### config.mk
export PLATFORM = sky130hd
export DESIGN_NAME = key_list
export DESIGN_NICKNAME = d
export VERILOG_FILES = /design/src/rtl/key_list_pkg.sv /design/src/rtl/key_shift_list.sv /design/src/rtl/key_list.sv
export SDC_FILE = /design/constraint.sdc
export NUM_CORES = 1
export LEC_CHECK = 0
export ABC_AREA = 1
export BUFFER_PORTS_ARGS = -buffer_cell sky130_fd_sc_hd__buf_2
export CAP_MARGIN = 40
export CELL_PAD_IN_SITES_DETAIL_PLACEMENT = 1
export CELL_PAD_IN_SITES_GLOBAL_PLACEMENT = 1
export CORE_MARGIN = 5
export CORE_UTILIZATION = 44
export CTS_BUF_LIST = sky130_fd_sc_hd__clkbuf_4
export DETAILED_ROUTE_END_ITERATION = 8
export MAX_ROUTING_LAYER = met4
export PLACE_DENSITY_LB_ADDON = 0.1
export SYNTH_ARGS = -nofsm -noshare
export SYNTH_HDL_FRONTEND = slang
export SYNTH_SLANG_ARGS = --single-unit
### constraint.sdc
create_clock -name hwclk -period 8.8 [get_ports hwclk]
set_clock_uncertainty 0.1 [all_clocks]
set_input_delay 0.44 -clock hwclk [delete_from_list [all_inputs] [get_ports hwclk]]
set_output_delay 0.44 -clock hwclk [all_outputs]
set_load 0.02 [all_outputs]
### src/rtl/key_list_pkg.sv
// Shared defaults and helpers for the key history lists.
package key_list_pkg;

  localparam int unsigned DEPTH_DEF = 16;
  localparam int unsigned KEY_W_DEF = 8;

  typedef logic [KEY_W_DEF-1:0] key_t;

  function automatic int unsigned cnt_w(input int unsigned depth);
    return $clog2(depth + 1);
  endfunction

endpackage

### src/rtl/key_shift_list.sv
// Shift-register key history: slot 0 newest, synchronous clear, saturating fill count.
module key_shift_list
  import key_list_pkg::*;
#(
  parameter int unsigned DEPTH = DEPTH_DEF,
  parameter int unsigned KEY_W = KEY_W_DEF
) (
  input  logic                          clk_i,
  input  logic                          rst_i,
  input  logic                          clr_i,
  input  logic                          we_i,
  input  logic [KEY_W-1:0]              key_i,
  output logic [DEPTH-1:0][KEY_W-1:0]   slots_o,
  output logic [cnt_w(DEPTH)-1:0]       count_o
);

  localparam int unsigned CW = cnt_w(DEPTH);

  logic [DEPTH-1:0][KEY_W-1:0] slots_q, slots_d;
  logic [CW-1:0]               count_q, count_d;

  // Clear is applied first so a write on the same edge lands in an empty list.
  always_comb begin
    slots_d = slots_q;
    count_d = count_q;
    if (clr_i) begin
      slots_d = '0;
      count_d = '0;
    end
    if (we_i) begin
      slots_d = {slots_d[DEPTH-2:0], key_i};
      if (count_d != CW'(DEPTH)) begin
        count_d = count_d + CW'(1);
      end
    end
  end

  always_ff @(posedge clk_i or posedge rst_i) begin
    if (rst_i) begin
      slots_q <= '0;
      count_q <= '0;
    end else begin
      slots_q <= slots_d;
      count_q <= count_d;
    end
  end

  assign slots_o = slots_q;
  assign count_o = count_q;

endmodule

### src/rtl/key_list.sv
// Keypad press capture into code/entry histories with registered combination match.
module key_list
  import key_list_pkg::*;
#(
  parameter int unsigned DEPTH = DEPTH_DEF,
  parameter int unsigned KEY_W = KEY_W_DEF
) (
  input  logic                    hwclk,
  input  logic                    reset,
  input  logic [KEY_W-1:0]        key,
  input  logic                    button_pressed,
  input  logic [31:0]             typed,
  input  logic                    enable,
  output logic                    key_valid,
  output logic [KEY_W-1:0]        last_key,
  output logic [cnt_w(DEPTH)-1:0] code_count,
  output logic [cnt_w(DEPTH)-1:0] entry_count,
  output logic                    match
);

  localparam int unsigned IW = (DEPTH > 1) ? $clog2(DEPTH) : 1;

  logic                        press_q;
  logic                        arm_q;
  logic                        enable_q;
  logic                        key_valid_q;
  logic [KEY_W-1:0]            last_key_q, last_key_d;
  logic                        match_q, match_d;

  logic                        accept;
  logic                        en_rise;
  logic                        code_we, entry_we;
  logic [31:0]                 l_eff;
  logic                        hit;
  logic [DEPTH-1:0][KEY_W-1:0] code_slots, entry_slots;

  // arm_q stays low after reset until the button is seen released, so a key
  // still held through reset is not taken as a fresh press.
  always_comb begin
    accept     = button_pressed & ~press_q & arm_q;
    en_rise    = enable & ~enable_q;
    code_we    = accept & ~enable;
    entry_we   = accept & enable;
    last_key_d = accept ? key : last_key_q;
  end

  always_comb begin
    l_eff = (typed > DEPTH) ? DEPTH : typed;
    hit   = 1'b1;
    for (int unsigned i = 0; i < DEPTH; i++) begin
      if ((i < l_eff) && (entry_slots[i[IW-1:0]] != code_slots[i[IW-1:0]])) begin
        hit = 1'b0;
      end
    end
    match_d = enable && !en_rise && (l_eff != 32'd0) &&
              (32'(entry_count) >= l_eff) && (32'(code_count) >= l_eff) && hit;
  end

  always_ff @(posedge hwclk or posedge reset) begin
    if (reset) begin
      press_q     <= 1'b0;
      arm_q       <= 1'b0;
      enable_q    <= 1'b0;
      key_valid_q <= 1'b0;
      last_key_q  <= '0;
      match_q     <= 1'b0;
    end else begin
      press_q     <= button_pressed;
      arm_q       <= arm_q | ~button_pressed;
      enable_q    <= enable;
      key_valid_q <= accept;
      last_key_q  <= last_key_d;
      match_q     <= match_d;
    end
  end

  key_shift_list #(
    .DEPTH (DEPTH),
    .KEY_W (KEY_W)
  ) u_code (
    .clk_i   (hwclk),
    .rst_i   (reset),
    .clr_i   (1'b0),
    .we_i    (code_we),
    .key_i   (key),
    .slots_o (code_slots),
    .count_o (code_count)
  );

  key_shift_list #(
    .DEPTH (DEPTH),
    .KEY_W (KEY_W)
  ) u_entry (
    .clk_i   (hwclk),
    .rst_i   (reset),
    .clr_i   (en_rise),
    .we_i    (entry_we),
    .key_i   (key),
    .slots_o (entry_slots),
    .count_o (entry_count)
  );

  assign key_valid = key_valid_q;
  assign last_key  = last_key_q;
  assign match     = match_q;

endmodule

# Word level (Yosys, flattened, before mapping)
# Index checks and enable logic that the tools add are counted.
# word_totals
reg_bits	279
output_inout_bits	20
# classes
magnitude_cmp	19
mux	22
eq_ne	18
addsub	2
n_bitwise	10
reduce_logical	25
# op_table
cell	n
less-than comparator 4 x 32 -> 1 bit (first input constant)	8
2-to-1 mux 128 bit	2
less-than comparator 3 x 32 -> 1 bit (first input constant)	4
!= test 8 bit	16
greater-or-equal comparator 5 x 32 -> 1 bit	2
less-than comparator 1 x 32 -> 1 bit (first input constant)	2
less-than comparator 2 x 32 -> 1 bit (first input constant)	2
> comparator 32 x 5 -> 1 bit (second input constant)	1
2-to-1 mux 32 bit	1
nonzero test 32 bit	1
logical AND 1 bit	21
2-to-1 mux 1 bit	16
2-to-1 mux 5 bit	3
adder 5 x 1 -> 5 bit (second input constant)	2
!= test 5 bit (second input constant)	2
bitwise AND 1 bit	5
inverter 1 bit	4
AND reduction 2 bit	1
nonzero test 2 bit	1
zero test 1 bit	1
bitwise OR 1 bit	1

# Depth between registers and ports, before layout
# Gate-level depths: netlist of the first run.
# depth
word_depth	21
mapped_depth	17
ltp_nobuf	17

# By module
# A second synthesis of the first run with hierarchy kept.
# hier_totals
cells_unflattened	1477
hier_area_um2	13191.4
# modules_own_cells
module	cells_per_inst	area_each_um2	n_inst
key_shift_list	541	5288.8	2
key_list	395	2613.8	1

# Worst setup path before layout of the first run
# No wires, ideal clock.
# synth_timing
path_kind	input to register
startpoint	in typed[19]
endpoint	reg match_q, in the netlist match
required_ns	8.585
stages	16
setup_time_ns	0.115
t_arrival_ns	1.842
setup_slack_ns	6.743
path_buffers	0
cell_sequence	nor2_1 -> nand2_1 -> nor2_1 -> nand2_1 -> nor3_1 -> ha_1 -> nor2_1 -> nand3_1 -> nand2_1 -> inv_1 -> nand2_1 -> nand2_1 -> nand2_1 -> nand2_1 -> nand3_1 -> nor2_1
# synth_via
elab_chain_cells	21
elab_cells_between_ends	57
# synth_rtl
item	line_no	source
from (decl)	key_list.sv:12	input logic [31:0] typed,
> comparator 32 x 5 -> 1 bit	key_list.sv:48	l_eff = (typed > DEPTH) ? DEPTH : typed;
2-to-1 mux 32 bit *	key_list.sv:48	
less-than comparator 1 x 32 -> 1 bit	key_list.sv:51	if ((i < l_eff) && (entry_slots[i[IW-1:0]] != code_slots[i[IW-1:0]])) begin
logical AND 1 bit	key_list.sv:51	
2-to-1 mux 1 bit (16 in a row)	key_list.sv:51	
logical AND 1 bit *	key_list.sv:56	(32'(entry_count) >= l_eff) && (32'(code_count) >= l_eff) && hit;
named net match_d	key_list.sv:28	logic match_q, match_d;
to (signal assigned)	key_list.sv:73	match_q <= match_d;
to (decl)	key_list.sv:28	
# The timed path passes the listed nets; every way through them passes the cells marked *.
# A chain may end at the register's enable or synchronous reset.

==> summary.md, run 1 <==
| Metric | Value |
|---|---|
| Drt drc | 0 |
| Starting density of the core | 44.5% |
| Reg clk slew, reported paths | 70 ps |
| Via/cell ratio | 5.15 |
| Final hold viol count | 0 |
| Row cnt | 62 |
| CTS max path bufs | 3 |
| Final GP Congestion | 0.805 |
| Post-CTS sizing | 0 |
| Post-route clock period utilization | 33.1% |
| Count of unique library cells instantiated by Yosys | 37 |
| Final-report setup violation count | 0 |
| Postcts setup bufs | 0 |
| Max rail drop VDD | 112 uV |
| Die Y | 180 microns |
| Die area | 32500 sq um |
| Tmin final | 2910 ps |
| Cts bufs inserted | 78 |
| Syn_area_per_cell | 8.90 sq um |
| Area taken by flip-flops and latches | 6980 sq um |
| Remaining global-route overflow | 0 |
| Multi-input logic area | 5230 sq um |
| Core area | 28700 sq um |
| Detailed Route WL | 34.0 mm |
| I/O pin count | 64 |
| Clk sinks | 279 |
| Vias in the first global route | 11134 |
| Worst Hold Class | in2reg |
| Share of layout cells above drive strength 1 | 14.1% |
| Via count | 10142 |
| First-pass GRT wire length | 57.4 mm |
| Crit path capture type | register |
| Hpwl dp | 22.1 mm |
| Rel. slew slack | 29.5% |
| Largest net degree at the start of global routing | 169 |
| Iter 0 DRT Violations | 486 |
| Most frequent cells in the layout | nand2_1 (443), dfrtp_1 (279), o21ai_0 (150), nand3_1 (137), clkbuf_4 (117) |
| Fillers | 3444 |
| Nets | 1581 |
| Most common cell after layout, fill and taps aside | nand2_1 |
| CP Class | in2reg |
| Per-cell routed wire length | 17.3 microns |
| Crit. Startpoint | enable |
| CTS tree | built |
| Measured slew at the worst slew-check pin | 1060 ps |
| TNS Setup | 0 ps |
| CTS HTree Levels | 3 |
| Root Buffer Master | clkbuf_4 |
| Final Util | 50.7% |
| Pwr/cell area | 228 nW/um^2 |
| Antenna Nets Post-Route | 0 |
| Outcome | finished, final reports clean |
| Clock latency on the worst-skew pair | 700 ps |
| DIE WIDTH | 180 microns |
| PortBufs | 63 |
| GR Util All Layers | 21.9% |
| Initial antenna violation count | 2 |
| Min-Delay Startpoint | typed[2] |
| Mapped Nets | 1491 |
| CP Launch Type | primary input |
| Yosys warns | 0 |
| Syn Inst Count | 1435 |
| Sequential area share after synthesis | 54.7% |
| Crit Path Max Fanout | 110 |
| Initial DRT Pass Iterations | 4 |
| RSZ-0062 raised after global routing | false |
| Max Freq | 0.344 GHz |
| Netlist Area Pre-Place | 12800 sq um |
| Arr. time, crit path | 3370 ps |
| Max-slew violation count | 0 |
| Min Hold Slack | 210 ps |
| RR Startpoint | arm_q |
| #FFs+latches synth | 279 |
| WP data required | 9260 ps |
| P_leak | 7.02 nW |
| Max-cap viol count | 0 |
| Layout area overhead | 14.0% |
-- stage by stage --
step	cell area [sq um]	power, mW	setup slack, ps	std cells
global placement	13300	2.12	5820	1814
CTS	14500	3.38	5980	1968
finish	14600	3.32	5890	1970
floorplan	12800	1.93	566	1435
global route	14600	3.54	5730	1970
detailed placement	13400	2.14	5830	1818
-- cells by family after synthesis --
logic type	synth area share (%)
AND/OR/NAND/NOR	22.7
flip-flops	54.7
AO/OA/AOI/OAI	8.20
buffers and inverters	4.34
XOR/XNOR	8.92
adder cells (fa/ha/maj)	1.18
-- layer usage --
layer | wire [microns] | share of wire [%] | up-vias | global-route usage [%]
li1 | - | - | 4901 | -
met1 | 15800 | 46 | 5042 | 28.9
met2 | 16100 | 47 | 132 | 34.5
met3 | 1070 | 3.2 | 67 | 4.00
met4 | 986 | 2.9 | 0 | 7.68
met5 | 0 | 0 | - | -
-- synth_stat cells --
master       n  area (sq um)
and3_1       1          6.26
buf_1       13          48.8
o32ai_1      1          8.76
o2111ai_1    1          8.76
o21ai_2      2          17.5
o22ai_1      1          6.26
nor2_4       4          45.0
a21oi_1      6          30.0
nor2_8       1          20.0
a21boi_0     1          7.51
nand2_2      1          6.26
inv_1       52           195
nor4_1       6          37.5
nand2_1    443          1660
o211ai_1     1          7.51
nor3_4       2          32.5
nand3_1    137           686
nand3_2      1          10.0
buf_4        1          7.51
buf_6        1          11.3
nor2_1      48           180
inv_2        7          26.3
clkbuf_1    31           116
o21ai_1     33           165
xnor2_1     94           823
a22oi_1      1          7.51
xor2_1      36           315
clkinv_1     1          3.75
o31ai_1      5          37.5
ha_1        12           150
nor4_2       1          12.5
nor3_1       5          25.0
dfrtp_1    279          6980
buf_2       29           145
o21ai_0    150           751
nand4_1     25           156
and2_1       2          12.5
-- critical path, cell delays in order --
cell,delay (ps)
dlygate4sd3_1,530
buf_2,170
inv_2,140
nor2_4,100
inv_6,610
buf_4,820
nand2_1,220
o21ai_0,210
-- sequential cells by signal (all words and copies together), names as in the netlist --
name	flops
u_code.slots_o	128
u_entry.slots_o	128
last_key	8
u_code.count_o	5
u_entry.count_o	5
arm_q	1
enable_q	1
key_valid	1
match	1
press_q	1
-- where the power goes --
part	internal [mW]	switching, mW	total (mW)
sequential	1.42	0.141	1.56
combinational	0.214	0.337	0.551
clock	0.642	0.564	1.21
-- timing repair --
item | in CTS | in global routing
hold buffers | 11 | 0
hold endpoints to repair | 139 | 0
endpoints found under the setup margin | 0 | 0
-- worst paths after layout --
check                                        to  slack (ps)  depth (start not counted)
max                         u_entry.slots_o[84]        5890                          8
min                                       match         210                          6
max reg2reg                  u_code.slots_o[53]        6070                         10
min reg2reg                           key_valid         370                          1
max in group asynchronous   u_entry.slots_o[58]        6780                          4
min in group asynchronous  u_entry.slots_o[120]         330                          3
-- cell type report --
| cell class | count | share of cell area (%) |
|---|---|---|
| Clock inverter | 22 | 0.920 |
| Multi-Input combinational cell | 1021 | 35.9 |
| Clock buffer | 117 | 6.04 |
| Sequential cell | 279 | 48.0 |
| Tap cell | 384 | 3.30 |
| Inverter | 60 | 1.67 |
| Timing Repair Buffer | 85 | 4.13 |
| Antenna cell | 2 | 0.0344 |
(Power assumes the default switching activity.)
==> run 2: changes to the inputs <==
--- a/config.mk
+++ b/config.mk
@@ -5,13 +5,13 @@
 export SDC_FILE = /design/constraint.sdc
 export NUM_CORES = 1
 export LEC_CHECK = 0
-export ABC_AREA = 1
+export ABC_AREA = 0
 export BUFFER_PORTS_ARGS = -buffer_cell sky130_fd_sc_hd__buf_2
 export CAP_MARGIN = 40
 export CELL_PAD_IN_SITES_DETAIL_PLACEMENT = 1
 export CELL_PAD_IN_SITES_GLOBAL_PLACEMENT = 1
 export CORE_MARGIN = 5
-export CORE_UTILIZATION = 44
+export CORE_UTILIZATION = 51
 export CTS_BUF_LIST = sky130_fd_sc_hd__clkbuf_4
 export DETAILED_ROUTE_END_ITERATION = 8
 export MAX_ROUTING_LAYER = met4
==> constraint.sdc (replaced) <==
create_clock -name hwclk -period 2.7 [get_ports hwclk]
set_clock_uncertainty 0.1 [all_clocks]
set_input_delay 0.135 -clock hwclk [delete_from_list [all_inputs] [get_ports hwclk]]
set_output_delay 0.135 -clock hwclk [all_outputs]
set_load 0.02 [all_outputs]
==> summary.md, run 2 <==
| Metric | Value |
|---|---|
| Post-synth EDFFs | 0 |
| Clock latency on the worst-skew pair | 680 ps |
| I/O pin count | 64 |
| # placed instances | 1521 |
| Largest net degree at the start of global routing | 81 |
| Largest family of logic cells by synthesized area | simple AND/OR/NAND/NOR gates |
| RR Endpoint | match |
| Starting density of the core | 51.6% |
| Drt drc | 0 |
| Layout area overhead | 16.1% |
| Synth top area share | 55.6% |
| GR Util All Layers | 24.3% |
| Compound-cell area share of the yosys netlist | 7.05% |
| CTS max path bufs | 3 |
| Simple-Gate Fraction of Synth Area | 12.9% |
| Reg clk slew, reported paths | 60 ps |
| Post-synth top area cell | dfrtp_1 |
| Tmin final | 2470 ps |
| Min Hold Slack | 68.6 ps |
| CP Class | reg2reg |
| Syn_area_per_cell | 10.7 sq um |
| Core area | 24300 sq um |
| Post-synth ARST share | 100% |
| Mapped Nets | 1228 |
| Max Freq | 0.405 GHz |
| Pwr/cell area | 771 nW/um^2 |
| RR Startpoint | u_entry.slots_o[20] |
| Buf/Inv on CP | 0 |
| First-pass GRT wire length | 53.9 mm |
| WP data required | 3200 ps |
| Synth Area in Adders | 1.20% |
| Ys flop type | dfrtp_1 |
| Arr. time, crit path | 2960 ps |
| Worst Hold Endpoint | match |
| R2R setup slack | 230 ps |
| Clk sinks | 279 |
| CTS tree | built |
| Mux cell area share after synthesis | 11.5% |
| Synth top cells by count | nand2_1 (305), dfrtp_1 (279), mux2_2 (128) |
| Most common cell after layout, fill and taps aside | nand2_1 |
| Via count | 9065 |
| Psw | 3.28 mW |
| Logic gate share of total power | 16.8% |
| CP Depth | 7 |
| Final hold viol count | 0 |
| Area contributors post-synth | dfrtp_1 (56%), mux2_2 (11%), nand2_1 (9.1%) |
| Synth Area in XOR/XNOR | 9.42% |
| Max rail drop VDD | 467 uV |
| Post-route clock period utilization | 91.4% |
| Outcome | finished, final reports clean |
| Switching share of power | 29.1% |
| Crit-path cells | xor2_1, nor4_1, nand2_1, a2111oi_1, o2111ai_1, a2111oi_2, o2111a_1 |
| CTS HTree Levels | 3 |
| Iter 0 DRT Violations | 469 |
| Initial DRT Pass Iterations | 4 |
| Initial antenna violation count | 1 |
| Min-Delay Startpoint | typed[2] |
| Syn Inst Count | 1172 |
| Worst hold stages | 5 |
| Crit Path Max Fanout | 3 |
| Netlist Area Pre-Place | 12600 sq um |
| Hpwl dp | 20.5 mm |
| Yosys warns | 0 |
| Via/cell ratio | 5.43 |
| PortBufs | 63 |
| Fin area | 14600 sq um |
| Final-report setup violation count | 0 |
| TNS Setup | 0 ps |
| Max-cap viol count | 0 |
| Non-filler cells, final | 1669 |
| Worst Hold Class | in2reg |
| P_leak | 7.26 nW |
| Max-slew violation count | 0 |
| Int Pwr | 7.96 mW |
| Delay-heaviest family, CP | compound AO/OA/AOI/OAI gates |
| Cells on worst reg2reg path | 7 |
| RSZ-0062 raised after global routing | false |
| Die area | 27900 sq um |
| Nets | 1348 |
| Clock Power Share | 36.1% |
| #FFs+latches synth | 279 |
| DIE WIDTH | 167 microns |
| Root Buffer Master | clkbuf_4 |
| Antenna Nets Post-Route | 0 |
| Detailed Route WL | 31.9 mm |
| Row cnt | 57 |
| Max stage delay cell, worst path | a2111oi_1 |
| Count of unique library cells instantiated by Yosys | 47 |
| Crit path capture type | register |
| Reg power frac | 47.1% |
| Cts bufs inserted | 77 |
| Most frequent cells in the layout | nand2_1 (304), dfrtp_1 (279), mux2_2 (128), a21oi_1 (127), clkbuf_4 (123) |
| Sequential area share after synthesis | 55.6% |
| Die Y | 167 microns |
| CP Launch Type | register |
| Measured slew at the worst slew-check pin | 673 ps |
| Rel. slew slack | 54.9% |
| Remaining global-route overflow | 0 |
| Most common cell in the netlist | nand2_1 |
| Final GP Congestion | 0.770 |
| CP peak stage delay | 440 ps |
| Area post-placement | 13400 sq um |
| Per-cell routed wire length | 19.1 microns |
| Vias in the first global route | 10149 |
| Share of layout cells above drive strength 1 | 26.5% |
## run 2: repair_timing
| item | 4_1_cts | 5_1_grt |
|---|---|---|
| endpoints found under the hold margin | 332 | 0 |
| setup buffers | 0 | 0 |
| gates resized for setup | 0 | 2 |
| hold buffers | 16 | 0 |
| setup endpoints to repair | 0 | 1 |
## run 2: cells by family (layout without fill, tap and decap cells)
kind of cell,after synthesis,after routing
AO/OA/AOI/OAI,162,162
XOR/XNOR,135,135
adder cells (fa/ha/maj),12,12
buffers and inverters,72,244
flip-flops,279,279
multiplexers,128,128
other,0,1
AND/OR/NAND/NOR,384,384
## run 2: layout make-up
type                            instances  area [sq um]
Antenna cell                            1          2.50
Clock buffer                          123           923
Clock inverter                          8           109
Fill cell                            2662          9740
Inverter                               10          41.3
Multi-Input combinational cell        821          5310
Sequential cell                       279          6980
Tap cell                              324           405
Timing Repair Buffer                  103           806
## run 2: stage by stage
step / setup slack (ps) / total power, mW / util, %
final: 232 / 11.2 / 60.0
after global routing: 13.2 / 11.9 / 60.0
after CTS: 180 / 11.4 / 59.9
after detailed placement: 80.6 / 7.24 / 55.0
after global placement: 189 / 7.14 / 55.0
after floorplan: -1230 / 6.46 / -
## run 2: power groups by stage
stage | Sequential [mW] | Clock, mW | Combinational (mW)
finish | 5.29 | 4.05 | 1.89
global route | 5.37 | 4.46 | 2.08
CTS | 5.30 | 4.19 | 1.90
detailed placement | 5.38 | 0 | 1.86
global placement | 5.35 | 0 | 1.80
floorplan | 5.23 | 0 | 1.24
## run 2: worst register-to-register path: cells and delay by family (launching register included)
family,cells,cell delay [ps]
compound gates,4,1150
simple gates,2,570
flops,1,400
xor+xnor,1,170
## run 2: how the worst max path moves through the flow
stage	start	end	slack [ps]
floorplan	reset	arm_q	-1230
global placement	typed[29]	match	190
detailed placement	typed[22]	match	80
CTS	u_entry.slots_o[20]	match	180
global route	u_code.slots_o[52]	match	10
finish	u_entry.slots_o[20]	match	230
## run 2: routing by layer
layer | up-vias | track usage (%) | share of wire [%]
met2 | 182 | 40.5 | 51
li1 | 4222 | - | -
met1 | 4590 | 30.3 | 43
met4 | 0 | 8.40 | 2.6
met3 | 71 | 4.03 | 3.5
met5 | - | - | 0
==> run 3: changes to the inputs <==
--- a/config.mk
+++ b/config.mk
@@ -5,13 +5,13 @@
 export SDC_FILE = /design/constraint.sdc
 export NUM_CORES = 1
 export LEC_CHECK = 0
-export ABC_AREA = 0
+export ABC_AREA = 1
 export BUFFER_PORTS_ARGS = -buffer_cell sky130_fd_sc_hd__buf_2
 export CAP_MARGIN = 40
 export CELL_PAD_IN_SITES_DETAIL_PLACEMENT = 1
 export CELL_PAD_IN_SITES_GLOBAL_PLACEMENT = 1
 export CORE_MARGIN = 5
-export CORE_UTILIZATION = 51
+export CORE_UTILIZATION = 49
 export CTS_BUF_LIST = sky130_fd_sc_hd__clkbuf_4
 export DETAILED_ROUTE_END_ITERATION = 8
 export MAX_ROUTING_LAYER = met4
==> summary.md, run 3 (synthesis gave the netlist of run 1 again) <==
| Metric | Value |
|---|---|
| CTS tree | built |
| Post-route clock period utilization | 86.2% |
| Nets | 1594 |
| P_leak | 7.03 nW |
| Fin area | 14500 sq um |
| Initial DRT Pass Iterations | 4 |
| Crit Path Max Fanout | 2 |
| Cts bufs inserted | 76 |
| CTS max path bufs | 3 |
| # placed instances | 1777 |
| Crit-path cells | xor2_1, nor4_1, nand2_1, nand2_1, nand2_1, nor2_1, dlygate4sd3_1, nand3_1, nor2_1 |
| Antenna Nets Post-Route | 0 |
| Clk sinks | 279 |
| Dpl ws | 518 ps |
| Delay-heaviest family, CP | simple AND/OR/NAND/NOR gates |
| Postcts setup bufs | 0 |
| Cells on worst reg2reg path | 9 |
| Drt drc | 0 |
| Root Buffer Master | clkbuf_4 |
| First-pass GRT wire length | 58.0 mm |
| Outcome | finished, final reports clean |
| Setup ws final | 374 ps |
| Share of layout cells above drive strength 1 | 13.6% |
| Hpwl dp | 23.2 mm |
| Final-report setup violation count | 0 |
| Largest net degree at the start of global routing | 86 |
| Measured slew at the worst slew-check pin | 549 ps |
| Core area | 25800 sq um |
| Worst Hold Class | in2reg |
| CP Class | reg2reg |
| CP peak stage delay | 550 ps |
| Reg clk slew, reported paths | 60 ps |
| Starting density of the core | 49.4% |
| Clock latency on the worst-skew pair | 680 ps |
| Iter 0 DRT Violations | 563 |
| Tmin final | 2330 ps |
| I/O pin count | 64 |
| Total Power | 10.6 mW |
| Max stage delay cell, worst path | dlygate4sd3_1 |
| Buf/Inv on CP | 1 |
| Rel. slew slack | 63.1% |
| Layout area overhead | 13.9% |
| Area post-placement | 13500 sq um |
| RSZ-0062 raised after global routing | false |
| Non-filler cells, final | 1918 |
| Final GP Congestion | 0.826 |
| Row cnt | 59 |
| Pwr/cell area | 731 nW/um^2 |
| DIE WIDTH | 171 microns |
| Arr. time, crit path | 2820 ps |
| Remaining global-route overflow | 0 |
| Die Y | 171 microns |
| Detailed Route WL | 34.8 mm |
| Fillers | 3075 |
| GR Util All Layers | 25.3% |
| Die area | 29400 sq um |
| CP Launch Type | register |
| Via count | 10306 |
| Via/cell ratio | 5.37 |
| Most common cell after layout, fill and taps aside | nand2_1 |
| Per-cell routed wire length | 18.2 microns |
| CTS HTree Levels | 3 |
| Final Util | 56.3% |
| Crit path capture type | register |
| Max Freq | 0.430 GHz |
| Max-slew violation count | 0 |
| CP Depth | 9 |
| Max-cap viol count | 0 |
| Final hold viol count | 0 |
| Initial antenna violation count | 1 |
| Most frequent cells in the layout | nand2_1 (443), dfrtp_1 (279), o21ai_0 (150), nand3_1 (137), clkbuf_4 (108) |
| WP data required | 3200 ps |
| Cell mode on critical path | nand2_1 |
| Vias in the first global route | 11377 |
| Max rail drop VDD | 350 uV |
| PortBufs | 63 |
| Worst hold stages | 8 |
## run 3: changes by cell type in the layout (fill, tap and decap cells not counted), moves of 12 or more
cell,delta
clkbuf_4,-15
a21oi_1,-121
nand3_1,+133
nor2_1,+40
nor4_1,-26
xor2_1,-77
nand2_1,+139
o21ai_1,+33
mux2_2,-128
nand4_1,+12
o21ai_0,+135
xnor2_1,+72
inv_1,+43
## run 3: what timing repair did
item / in CTS / in global routing
endpoints found under the hold margin: 391 / 0
hold buffers: 18 / 0
resized for setup: 0 / 0
## run 3: cell type report
type | count | area (sq um) | share of cell area, %
repair buffers | 100 | 776 | 5.34
well taps | 335 | 419 | 2.88
clock buffers | 108 | 811 | 5.58
flip-flops and latches | 279 | 6980 | 48.0
diodes | 2 | 5.00 | 0.0344
inverters | 60 | 239 | 1.64
multi-input cells | 1021 | 5230 | 36.0
clock inverters | 13 | 78.8 | 0.542
## run 3: per-layer routing
layer	global-route usage, %	vias to the layer above	routed length [microns]
li1	-	4912	-
met1	30.9	5173	14900
met2	42.3	153	17700
met3	4.16	68	1080
met4	9.96	0	1150
met5	-	-	0
## run 3: path summary, 6_finish.rpt
kind                                       end  slack [ps]           startpoint
hold / removal                           match          60             typed[3]
max in group asynchronous   u_code.slots_o[12]        1230                reset
setup / recovery                         match         370  u_entry.slots_o[55]
hold reg to reg                      key_valid         370              press_q
min in group asynchronous  u_code.slots_o[114]         520                reset
setup reg to reg                         match         370  u_entry.slots_o[55]
## run 3: per-stage QoR
| step | hold WS [ps] | TNS [ps] |
|---|---|---|
| 2_1_floorplan | 66.4 | -342700 |
| 3_3_place_gp | 64.5 | 0 |
| 3_5_place_dp | 71.1 | 0 |
| 4_1_cts | 19.7 | 0 |
| 5_1_grt | 68.5 | 0 |
| 6_report | 59.6 | 0 |
## run 3: where the power goes
| part | switching (mW) | total (mW) | internal [mW] | leakage (nW) |
|---|---|---|---|---|
| logic | 1.17 | 1.89 | 0.723 | 2.71 |
| registers | 0.472 | 5.11 | 4.63 | 3.78 |
| clock network | 1.72 | 3.63 | 1.91 | 0.536 |
## run 3: worst min-delay path: stages
cell	delay [ps]
buf_2	100
inv_1	100
nand2_2	110
o21ai_0	80
nand3_1	80
nor2_1	50
nand3_1	80
nor2_1	50
